==> src/rtl/mem_arbiter.sv <==
// Shares one single-port memory between the fetch (rom_*) and data (ram_*) ports; the data access always goes first.
// Latency: stall is 1 + (1 + ack wait cycles) per enabled port; DONE presents the read data. Backpressure: the memory throttles through mem_ack.
// Optional MEM_ARB_PERF_EN: adds the saturating perf_stall_cycles counter.
module mem_arbiter #(
    parameter int ADDR_WIDTH = 32,
    parameter int DATA_WIDTH = 32,
    parameter int SEL_WIDTH  = 4
) (
    input  logic                  clk,
    input  logic                  rst,
    input  logic                  rom_en,
    input  logic [SEL_WIDTH-1:0]  rom_write_en,
    input  logic [ADDR_WIDTH-1:0] rom_addr,
    input  logic [DATA_WIDTH-1:0] rom_write_data,
    output logic [DATA_WIDTH-1:0] rom_read_data,
    input  logic                  ram_en,
    input  logic [SEL_WIDTH-1:0]  ram_write_en,
    input  logic [ADDR_WIDTH-1:0] ram_addr,
    input  logic [DATA_WIDTH-1:0] ram_write_data,
    output logic [DATA_WIDTH-1:0] ram_read_data,
    output logic                  stall,
    output logic                  mem_req,
    output logic [SEL_WIDTH-1:0]  mem_write_en,
    output logic [ADDR_WIDTH-1:0] mem_addr,
    output logic [DATA_WIDTH-1:0] mem_write_data,
`ifdef MEM_ARB_PERF_EN
    output logic [31:0]           perf_stall_cycles,
`endif
    input  logic                  mem_ack,
    input  logic [DATA_WIDTH-1:0] mem_read_data
);

    typedef enum logic [1:0] {IDLE, DATA, INST, DONE} state_t;

    state_t                  state;
    logic                    rom_en_q;
    logic [SEL_WIDTH-1:0]    rom_write_en_q;
    logic [ADDR_WIDTH-1:0]   rom_addr_q;
    logic [DATA_WIDTH-1:0]   rom_write_data_q;
    logic [DATA_WIDTH-1:0]   rom_q;
    logic [DATA_WIDTH-1:0]   ram_q;

    assign rom_read_data = rom_q;
    assign ram_read_data = ram_q;

    // Stall must be low in the reset cycle even though IDLE sees live enables.
    always_comb begin
        stall = 1'b0;
        if (!rst) begin
            case (state)
                IDLE:       stall = rom_en | ram_en;
                DATA, INST: stall = 1'b1;
                default:    stall = 1'b0;
            endcase
        end
    end

    // The mem_* registers double as the latched copy of the ram request while in DATA.
    always_ff @(posedge clk) begin
        if (rst) begin
            state            <= IDLE;
            mem_req          <= 1'b0;
            mem_write_en     <= '0;
            mem_addr         <= '0;
            mem_write_data   <= '0;
            rom_en_q         <= 1'b0;
            rom_write_en_q   <= '0;
            rom_addr_q       <= '0;
            rom_write_data_q <= '0;
            rom_q            <= '0;
            ram_q            <= '0;
        end else begin
            case (state)
                IDLE: begin
                    rom_en_q         <= rom_en;
                    rom_write_en_q   <= rom_write_en;
                    rom_addr_q       <= rom_addr;
                    rom_write_data_q <= rom_write_data;
                    if (ram_en) begin
                        state          <= DATA;
                        mem_req        <= 1'b1;
                        mem_write_en   <= ram_write_en;
                        mem_addr       <= ram_addr;
                        mem_write_data <= ram_write_data;
                    end else if (rom_en) begin
                        state          <= INST;
                        mem_req        <= 1'b1;
                        mem_write_en   <= rom_write_en;
                        mem_addr       <= rom_addr;
                        mem_write_data <= rom_write_data;
                    end
                end
                DATA: begin
                    if (mem_ack) begin
                        if (mem_write_en == '0)
                            ram_q <= mem_read_data;
                        if (rom_en_q) begin
                            state          <= INST;
                            mem_write_en   <= rom_write_en_q;
                            mem_addr       <= rom_addr_q;
                            mem_write_data <= rom_write_data_q;
                        end else begin
                            state          <= DONE;
                            mem_req        <= 1'b0;
                            mem_write_en   <= '0;
                            mem_addr       <= '0;
                            mem_write_data <= '0;
                        end
                    end
                end
                INST: begin
                    if (mem_ack) begin
                        if (mem_write_en == '0)
                            rom_q <= mem_read_data;
                        state          <= DONE;
                        mem_req        <= 1'b0;
                        mem_write_en   <= '0;
                        mem_addr       <= '0;
                        mem_write_data <= '0;
                    end
                end
                default: state <= IDLE;
            endcase
        end
    end

`ifdef MEM_ARB_PERF_EN
    always_ff @(posedge clk) begin
        if (rst)
            perf_stall_cycles <= '0;
        else if (stall && perf_stall_cycles != 32'hFFFF_FFFF)
            perf_stall_cycles <= perf_stall_cycles + 32'd1;
    end
`endif

endmodule

==> config.mk <==
export PLATFORM = sky130hd
export DESIGN_NAME = mem_arbiter
export DESIGN_NICKNAME = d
export VERILOG_FILES = /design/src/rtl/mem_arbiter.sv
export SDC_FILE = /design/constraint.sdc
export NUM_CORES = 1
export LEC_CHECK = 0
export BUFFER_PORTS_ARGS = -buffer_cell sky130_fd_sc_hd__buf_4
export CAP_MARGIN = 25
export CORE_UTILIZATION = 45
export CTS_CLUSTER_DIAMETER = 40
export DETAILED_ROUTE_END_ITERATION = 12
export PLACE_DENSITY_LB_ADDON = 0.3
export SLEW_MARGIN = 30
export SYNTH_ARGS = -nofsm -noshare
export SYNTH_HDL_FRONTEND = slang
export SYNTH_SLANG_ARGS = --single-unit
==> constraint.sdc <==
create_clock -name clk -period 1.9 [get_ports clk]
set_clock_uncertainty 0.15 [all_clocks]
set_input_delay 0.095 -clock clk [delete_from_list [all_inputs] [get_ports clk]]
set_output_delay 0.095 -clock clk [all_outputs]
set_load 0.03 [all_outputs]
Word level (Yosys, flattened, before mapping)
Index checks and enable logic that the tools add are counted.
- register bits after elaboration: 204
- bits of input ports: 173
- output and inout bits: 134
- word-level logic and storage cells: 58
- equality and inequality tests: 6
- mux-type cells: 31
- bitwise operators: 1
- reductions and logical operators: 9
- operators with widths (kind ; count):
    $mux W32 ; 9
    $pmux W32 S3 ; 2
    $mux W4 ; 5
    $pmux W4 S3 ; 1
    $reduce_and A3 Y1 ; 3
    $mux W2 ; 4
    $mux W1 ; 7
    $ne A2 B2 Y1 const B ; 3
    $pmux W2 S3 ; 1
    $reduce_and A5 Y1 ; 1
    $logic_not A4 Y1 ; 1
    $reduce_and A4 Y1 ; 1
    $ne A3 B3 Y1 const B ; 1
    $pmux W1 S3 ; 1
    $reduce_bool A3 Y1 ; 1
    $eq A2 B1 Y1 const B ; 1
    $eq A2 B2 Y1 const B ; 1
    $logic_not A2 Y1 ; 1
    $pmux W1 S2 ; 1
    $reduce_or A2 Y1 ; 1
    $or A1 B1 Y1 ; 1

Depth between registers and ports, before layout
Gate-level depths: netlist of the first run.
- word-level depth: 4
- depth in mapped cells: 8
- gate-level depth less buffers: 5

Least setup slack after synthesis of the first run
OpenSTA, ideal clock, no wires.
- kind: register to output
- from: reg state[0]
- to: out stall
- data arrival time: 1.808 ns
- required time: 1.655 ns
- setup slack: -0.153 ns
- cell stages (with the launch flop): 6
- path buffers: 1
- cell sequence: dfxtp_1 > inv_1 > ha_1 > inv_2 > clkbuf_1 > a211oi_1
- cells in the longest elaborated chain, start to end: 4
- elaborated cells on any way between the ends: 6
- those cells by class: 2 x eq/ne; 2 x mux; 2 x reduce/logical
- ends and longest elaborated chain (what ; RTL line ; RTL):
    start, declared ; 35 ; state_t state;
    start signal, assigned ; 61 ; state <= IDLE;
    start signal, assigned ; 80 ; state <= DATA;
    start signal, assigned ; 86 ; state <= INST;
    $eq A2 B2 Y1 or $eq A2 B1 Y1 (tied branches) ; 50 ; case (state)
    $reduce_or A2 Y1 ; 50 ;
    $pmux W1 S2 (*) ; 50 ;
    $mux W1 (*) ; 49 ; if (!rst) begin
    end, declared ; 21 ; output logic stall,
Every way passes the cells marked *; elsewhere a longest branch is shown, timed or not.

Final worst setup path of the first run
Same ends and word-level chain as after synthesis.

==> impl_metrics.toml, run 1 <==
[synth]
yosysWarnings = 0
avgSynthCellArea_um2 = 10.2
syn_nets = 1082
synth_commonest_cells = "dfxtp_1, mux2i_1, nand2b_1, a211oi_1, nor2_1"
synth_cells = 902
yosysSeqAreaShare_pct = 44.5
synth_edf_count = 0
ys_seq_elements = 204
syn-cell-area_um2 = 9170
netlist_top_cells_area = "dfxtp_1, mux2i_1, mux2_2"
synthDistinctLibCells = 33
synth_top_cell_by_area = "dfxtp_1"
yosysMostFrequentCell = "dfxtp_1"
ys_async_sr_fraction_pct = 0
synthFlopType = "dfxtp_1"
yosys.area.top_type_share_pct = 44.5

[grt]
grt_pass1_wl_um = 50600
antenna_found_initial = 0
overflow = 0
grt_usage_pct = 30.9
grt_max_degree = 86
grt_pass1_vias = 9621

[run_status]
violations = "negative setup slack"
status = "finished, violations left"

[floorplan]
start_util_pct = 46.5
boundaryPins = 307
row_count = 51
die_w_um = 145
core_um2 = 19700
dieArea_um2 = 20900
die_h_um = 145

[finish]
synthToLayoutAreaGrowth_pct = 68.2
multi_input_comb_area_um2 = 4920
regArea_um2 = 4090
final_cells = 1677
nets = 1566
drive_above_1_share_pct = 38.8
fillers = 1122

[clocking]
cts_tree = "done"
cts_sinks = 204
cts_buffers = 31
cts_buffer_depth = 3
cts_root_buf = "clkbuf_16"
clock_latency_ns = 0.55
cts.clk_slew.worst_paths_ns = 0.06
h-tree-depth = 1

[hold_path]
hold_start = "rst"
hold_end = "ram_read_data[17]"
min_path_cells = 3
hold_path_class = "input pin to register"

[routing]
wl_per_cell_um = 20.8
wl_met1_um = 13100
dr.max_layer_used = "met4"
routed_wl_um = 34900
route.detailed.drc = 0
dr.pass1.iters = 5
dr_wl_met3_um = 2940
ant_nets = 0
wl_met2_um = 17200
via_count = 9434
vias_per_cell = 5.63
initialDrtViolationCount = 532

[pwr]
intPower_w = 0.0134
p_sw_w = 0.00857
pwr-share-comb_pct = 46.8
p_per_area_nw_per_um2 = 1420
pwr-share-seq_pct = 27.6
netSwitchingFraction_pct = 39.0
ir_worst_vdd_v = 0.00104
p_leak_nw = 6.93
p_clk_share_pct = 25.6

[critical_path]
r2r_end = "mem_write_data[25]"
endpoint_kind = "output pin"
worst_ep_required_time_ns = 1.65
path_class = "register to output pin"
critPathArrivalTime_ns = 1.72
crit_path_start_kind = "register"
worstRegToRegCells = 7
r2r-start = "state[0]"
critPathMaxFanout = 3
r2r_setup_slack_ns = -0.05

[timing]
setup_slack_ns = -0.0642
finalSetupViolCount = 8
worst_pin_slew_ns = 0.524
slew_headroom_pct = 65.1
whs_ns = 0.00974
finalMaxSlewViolations = 0
hold_viol = 0
fin_setup_tns_ns = -0.184
fin_crit_ns = 1.96
max_freq_ghz = 0.509
rsz0062_at_grt = "true"
fin_crit_sh_pct = 103

[place]
gp_congestion = 0.804
hpwl_um = 18200
portBuffers = 306
placedCellCount = 1424

[flow_run]
cap_viol_max_count = 0
[worst max path at each step]
stage / start / endpoint / slack [ns] / cells past startpoint
5_1_grt: state[0] / stall / -0.10 / 6
6_report: state[0] / stall / -0.06 / 6
3_3_place_gp: state[0] / mem_req / 0.007 / 6
4_1_cts: state[0] / stall / -0.13 / 6
2_1_floorplan: state[0] / mem_write_data[11] / 0.01 / 8
3_5_place_dp: state[0] / mem_req / -0.03 / 6
[timing repair]
action | 4_1_cts | 5_1_grt
cloned | 6 | 4
gates resized for setup | 25 | 46
pin swaps | 23 | 39
buffers inserted | 13 | 1
setup endpoints to repair | 19 | 71
hold buffers | 172 | 1
hold endpoints to repair | 203 | 1
[stage by stage]
| step | setup slack (ns) | instance area, um^2 | power, W | util, % |
|---|---|---|---|---|
| finish | -0.0642 | 15400 | 0.0220 | 78.2 |
| global placement | 0.00692 | 12000 | 0.0144 | 60.9 |
| CTS | -0.133 | 15100 | 0.0213 | 76.8 |
| floorplan | 0.0107 | 9180 | 0.0113 | - |
| detailed placement | -0.0330 | 12000 | 0.0145 | 60.9 |
| global route | -0.104 | 15400 | 0.0228 | 78.2 |
[power by group through the flow]
| stage | Clock [W] | Sequential, W | Combinational [W] |
|---|---|---|---|
| detailed placement | 0 | 0.00605 | 0.00848 |
| global route | 0.00586 | 0.00615 | 0.0108 |
| floorplan | 0 | 0.00729 | 0.00403 |
| global placement | 0 | 0.00602 | 0.00837 |
| finish | 0.00562 | 0.00607 | 0.0103 |
| CTS | 0.00564 | 0.00599 | 0.00968 |
[placed cells by master, fill, tap and decap left out, drive strengths merged, types with 7 or more instances in the layout]
| master | n |
|---|---|
| mux2i | 133 |
| clkbuf | 38 |
| a31oi | 68 |
| dlygate4sd3 | 173 |
| a22oi | 68 |
| nor2 | 69 |
| clkinv | 9 |
| nand2b | 97 |
| buf | 367 |
| clkinvlp | 7 |
| ha | 7 |
| dfxtp | 204 |
| mux2 | 68 |
| inv | 11 |
| a211oi | 69 |
[state kept, by name (all words and copies together) (netlist names)]
| name | count |
|---|---|
| rom_en_q | 1 |
| ram_read_data | 32 |
| mem_req | 1 |
| mem_write_en | 4 |
| rom_read_data | 32 |
| mem_addr | 32 |
| mem_write_data | 32 |
| rom_write_data_q | 32 |
| state | 2 |
| rom_addr_q | 32 |
| rom_write_en_q | 4 |
[cells by family after synthesis]
| logic type | Yosys count | synth area share (%) |
|---|---|---|
| AOI/OAI and AO/OA | 216 | 16.8 |
| adders and majority gates | 7 | 0.955 |
| buffers and inverters | 99 | 4.68 |
| DFF | 204 | 44.5 |
| muxes | 201 | 22.9 |
| and+or+nand+nor | 175 | 10.1 |
[critical path, stage by stage (launching register included)]
cell and delay (ns):
dfxtp_2 0.33, inv_4 0.08, buf_6 0.11, ha_4 0.13, o21ai_2 0.07, a211oi_4 0.27
buf_6 0.17
[layout make-up]
type	count	share of cell area (%)
repair buffers	545	32.5
multi-input cells	599	31.9
flip-flops and latches	204	26.5
clock buffers	34	5.23
well taps	265	2.15
clock inverters	24	1.50
inverters	5	0.187
diodes	1	0.0162
[routing by layer]
layer,track usage [%],vias to the layer above
met1,35.1,4501
met4,14.8,0
met2,54.3,504
li1,-,4292
met3,7.60,137
met5,0,-
(Power assumes the default switching activity.)
==> inputs of run 2 (changes only) <==
- CORE_UTILIZATION: 45 -> 46
==> run 2 against run 1 <==
The flow still finishes with violations (negative setup slack). Global-route usage grew 0.59 points. Non-clock buffer count shrank 1. Combinational power grew 4%. Final cell count shrank 0.12%. Routed wire length grew 4.1%. Die area shrank 2.1%. Power grew 3.6%. Critical endpoint is now mem_addr[23]. Flip-flop and latch count is the same.
==> impl_metrics.toml, run 2 (synthesized netlist as in run 1, its figures left out) <==
[hold_path]
min_path_cells = 4
hold_path_class = "input pin to register"

[timing]
setup_slack_ns = -0.0908
rsz0062_at_grt = "true"
slew_headroom_pct = 65.8
hold_viol = 0
worst_pin_slew_ns = 0.514
finalSetupViolCount = 37
fin_crit_sh_pct = 105
fin_setup_tns_ns = -0.719
finalMaxSlewViolations = 0
max_freq_ghz = 0.502
fin_crit_ns = 1.99

[pwr]
p_total_w = 0.0228
p_leak_nw = 7.02
ir_worst_vdd_v = 0.00109
p_per_area_nw_per_um2 = 1440

[routing]
routed_wl_um = 36400
initialDrtViolationCount = 589
dr.pass1.iters = 5
wl_per_cell_um = 21.7
via_count = 9600
route.detailed.drc = 0
vias_per_cell = 5.73
ant_nets = 0

[critical_path]
endpoint_kind = "register"
critPathArrivalTime_ns = 2.29
critPathMaxFanout = 16
crit_top_cell = "buf_6"
worst_ep_required_time_ns = 2.20
path_class = "register to register"
worstRegToRegCells = 9
critPathMaxStageDelay_ns = 0.36
worstPathCellList = "inv_4 > buf_6 > ha_4 > buf_6 > o21bai_4 > buf_6 > buf_16 > a31oi_1 > a211oi_1"
crit_path_start_kind = "register"
cp_slowest_cell = "dfxtp_2"

[grt]
grt_pass1_vias = 9604
grt_max_degree = 77
grt_pass1_wl_um = 50900
antenna_found_initial = 0
grt_usage_pct = 31.5
overflow = 0

[clocking]
cts_root_buf = "clkbuf_16"
clock_latency_ns = 0.55
cts_buffers = 31
cts.clk_slew.worst_paths_ns = 0.06
cts_buffer_depth = 3
h-tree-depth = 1
cts_tree = "done"
cts_sinks = 204

[finish]
diodes = 0
final_cells = 1675
layout_common_cells = "buf_4, dfxtp_1, dlygate4sd3_1, mux2i_1, nand2b_1"
post-route-util_pct = 81.1
design_area_um2 = 15800
nets = 1565
synthToLayoutAreaGrowth_pct = 72.8
drive_above_1_share_pct = 42.2
layout_commonest_cell = "buf_4"

[floorplan]
die_h_um = 143
core_um2 = 19500
die_w_um = 143
boundaryPins = 307
dieArea_um2 = 20500
row_count = 51
start_util_pct = 46.9

[place]
gp_congestion = 0.821
placedCellCount = 1414
portBuffers = 306
hpwl_um = 18300
dpl_cell_area_um2 = 11900

[run_status]
status = "finished, violations left"
violations = "negative setup slack"

[flow_run]
cap_viol_max_count = 0
-- run 2: layout make-up --
| cell class | instances | area, um^2 |
|---|---|---|
| Clock buffer | 35 | 811 |
| Clock inverter | 23 | 289 |
| Fill cell | 1035 | 3690 |
| Inverter | 5 | 31.3 |
| Multi-Input combinational cell | 599 | 5160 |
| Sequential cell | 204 | 4090 |
| Tap cell | 265 | 332 |
| Timing Repair Buffer | 544 | 5130 |
-- run 2: critical path: cells and delay by family (launching register included) --
family	cells	cell delay [ns]
buffers and inverters	5	0.63
AOI/OAI and AO/OA	3	0.58
DFF	1	0.36
adders and majority gates	1	0.15
-- run 2: per-layer routing --
| layer | part of all wire, % | vias to the layer above | wire [um] | track usage (%) |
|---|---|---|---|---|
| li1 | - | 4294 | - | - |
| met1 | 37 | 4638 | 13300 | 35.3 |
| met2 | 50 | 543 | 18300 | 56.5 |
| met3 | 8.4 | 125 | 3040 | 6.74 |
| met4 | 4.7 | 0 | 1730 | 15.3 |
| met5 | 0 | - | 0 | 0 |
-- run 2: stage by stage --
step	setup WS (ns)	hold slack, ns
floorplan	0.0107	0.0922
global placement	0.0161	0.186
detailed placement	-0.0743	0.195
CTS	-0.118	0.170
global route	-0.113	0.195
finish	-0.0908	0.189
-- run 2: final timing paths --
kind,startpoint,to,slack (ns)
worst min register to register,rom_read_data[4],rom_read_data[4],0.32
worst min-delay path,rom_write_data[2],rom_write_data_q[2],0.19
worst max register to register,state[1],mem_addr[23],-0.09
worst max-delay path,state[1],mem_addr[23],-0.09
-- run 2: repair_timing --
| action | CTS | global route |
|---|---|---|
| pin swaps | 37 | 74 |
| setup buffers | 8 | 8 |
| hold endpoints to repair | 202 | 0 |
| endpoints found under the setup margin | 37 | 71 |
| hold buffers | 172 | 0 |
| cloned | 6 | 11 |
| gates resized for setup | 19 | 99 |
-- run 2: report_power, final --
group          leakage, nW  switching, W  internal (W)  total, W
Combinational         4.82       0.00588       0.00480    0.0107
Sequential            1.68      0.000763       0.00536   0.00613
Clock                0.521       0.00217       0.00378   0.00595
Total                 7.02       0.00881        0.0139    0.0228
==> inputs of run 3 (changes only) <==
- CORE_ASPECT_RATIO: not set -> 0.5
==> run 3 against run 2 <==
Combinational power down 14%. Clock-buffer cell count down 9. Register-to-register slack better by 0.099 ns. Sequential share of layout area up 2.5 points. Largest power group unchanged. Die area up 0.17%. The run ends with negative hold slack left. Flip-flop and latch count unchanged. Critical endpoint is now mem_addr[4].
==> impl_metrics.toml, run 3 (synthesized netlist as in run 1, its figures left out) <==
[floorplan]
core_um2 = 19500
start_util_pct = 47.0
dieArea_um2 = 20500
die_w_um = 202
die_h_um = 102
row_count = 36
boundaryPins = 307

[routing]
via_count = 8997
dr.pass1.iters = 6
vias_per_cell = 5.55
route.detailed.drc = 0
routed_wl_um = 30600
ant_nets = 0
initialDrtViolationCount = 484
wl_per_cell_um = 18.9

[place]
hpwl_um = 17700
place_ws_ns = -0.0577
gp_congestion = 0.789
placedCellCount = 1417
portBuffers = 306

[timing]
max_freq_ghz = 0.529
rsz0062_at_grt = "true"
fin_crit_sh_pct = 99.6
worst_pin_slew_ns = 0.457
whs_ns = -0.00542
hold_viol = 2
finalMaxSlewViolations = 0
slew_headroom_pct = 69.5
finalSetupViolCount = 0
fin_crit_ns = 1.89
setup_slack_ns = 0.00789

[grt]
grt_usage_pct = 27.2
overflow = 0
antenna_found_initial = 0
grt_pass1_wl_um = 45600
grt_max_degree = 72
grt_pass1_vias = 9000

[critical_path]
worst_ep_required_time_ns = 2.14
cp_slowest_cell = "dfxtp_2"
path_buf_inv = 2
cp_top_family = "compound AO/OA/AOI/OAI gates"
critPathArrivalTime_ns = 2.13
path_class = "register to register"
worstPathCellList = "inv_4 > ha_4 > and3_4 > buf_12 > a22oi_1 > a211oi_1"
critPathMaxFanout = 30
crit_path_start_kind = "register"
endpoint_kind = "register"
critPathMaxStageDelay_ns = 0.36

[clocking]
h-tree-depth = 1
clock_latency_ns = 0.49
cts_root_buf = "clkbuf_16"
cts_tree = "done"
cts_sinks = 204
cts.clk_slew.worst_paths_ns = 0.07
cts_buffers = 21
cts_buffer_depth = 3

[run_status]
violations = "negative hold slack"
status = "finished, violations left"

[pwr]
p_total_w = 0.0193
ir_worst_vdd_v = 0.000887
p_leak_nw = 6.52
p_per_area_nw_per_um2 = 1340

[finish]
nets = 1520
final_cells = 1621
layout_commonest_cell = "buf_4"
drive_above_1_share_pct = 35.6
synthToLayoutAreaGrowth_pct = 57.3
layout_common_cells = "buf_4, dfxtp_1, dlygate4sd3_1, mux2i_1, nand2b_1"

[hold_path]
hold_path_class = "input pin to register"

[flow_run]
cap_viol_max_count = 0
run 3: worst min-delay path: cells and delay by family:
family,cells,cell delay (ns)
multiplexers,1,0.14
AO/OA/AOI/OAI,2,0.28
buffers and inverters,1,0.08
run 3: layer usage:
metal	up-vias	share of wire (%)	global-route usage, %
li1	4191	-	-
met1	4340	41	32.7
met2	385	49	49.1
met3	81	6.7	5.52
met4	0	2.8	9.91
met5	-	0	0
run 3: final timing paths:
kind	cells after the start	slack [ns]	to	from
setup / recovery	6	0.008	mem_addr[4]	state[1]
hold / removal	4	-0.005	mem_write_data[16]	ram_write_data[16]
setup reg to reg	6	0.008	mem_addr[4]	state[1]
hold reg to reg	2	0.33	rom_read_data[23]	rom_read_data[23]
run 3: layout make-up:
class	instances	area [um^2]
flip-flops and latches	204	4090
inverters	5	31.3
well taps	266	333
multi-input cells	599	4780
diodes	1	2.50
clock buffers	26	564
fillers	1267	5080
clock inverters	11	105
repair buffers	509	4520
run 3: power breakdown:
group / switching, W / internal (W)
Sequential: 0.000678 / 0.00536
Clock: 0.00177 / 0.00229
Combinational: 0.00512 / 0.00404
run 3: repair_timing:
action,in CTS,in global routing
hold buffers,155,0
cloned,0,5
pin swaps,2,11
hold endpoints to repair,187,0
resized for setup,11,26
endpoints found under the setup margin,45,47
setup buffers,2,4
run 3: through the flow:
step	setup TNS [ns]	util, %	hold WS, ns	cell area, um^2
floorplan	0	-	0.0922	9180
global placement	0	60.9	0.188	11900
detailed placement	-0.852	60.9	0.199	11900
CTS	-0.000318	72.5	0.000898	14100
global route	-0.240	73.9	0.0151	14400
finish	0	73.9	-0.00542	14400
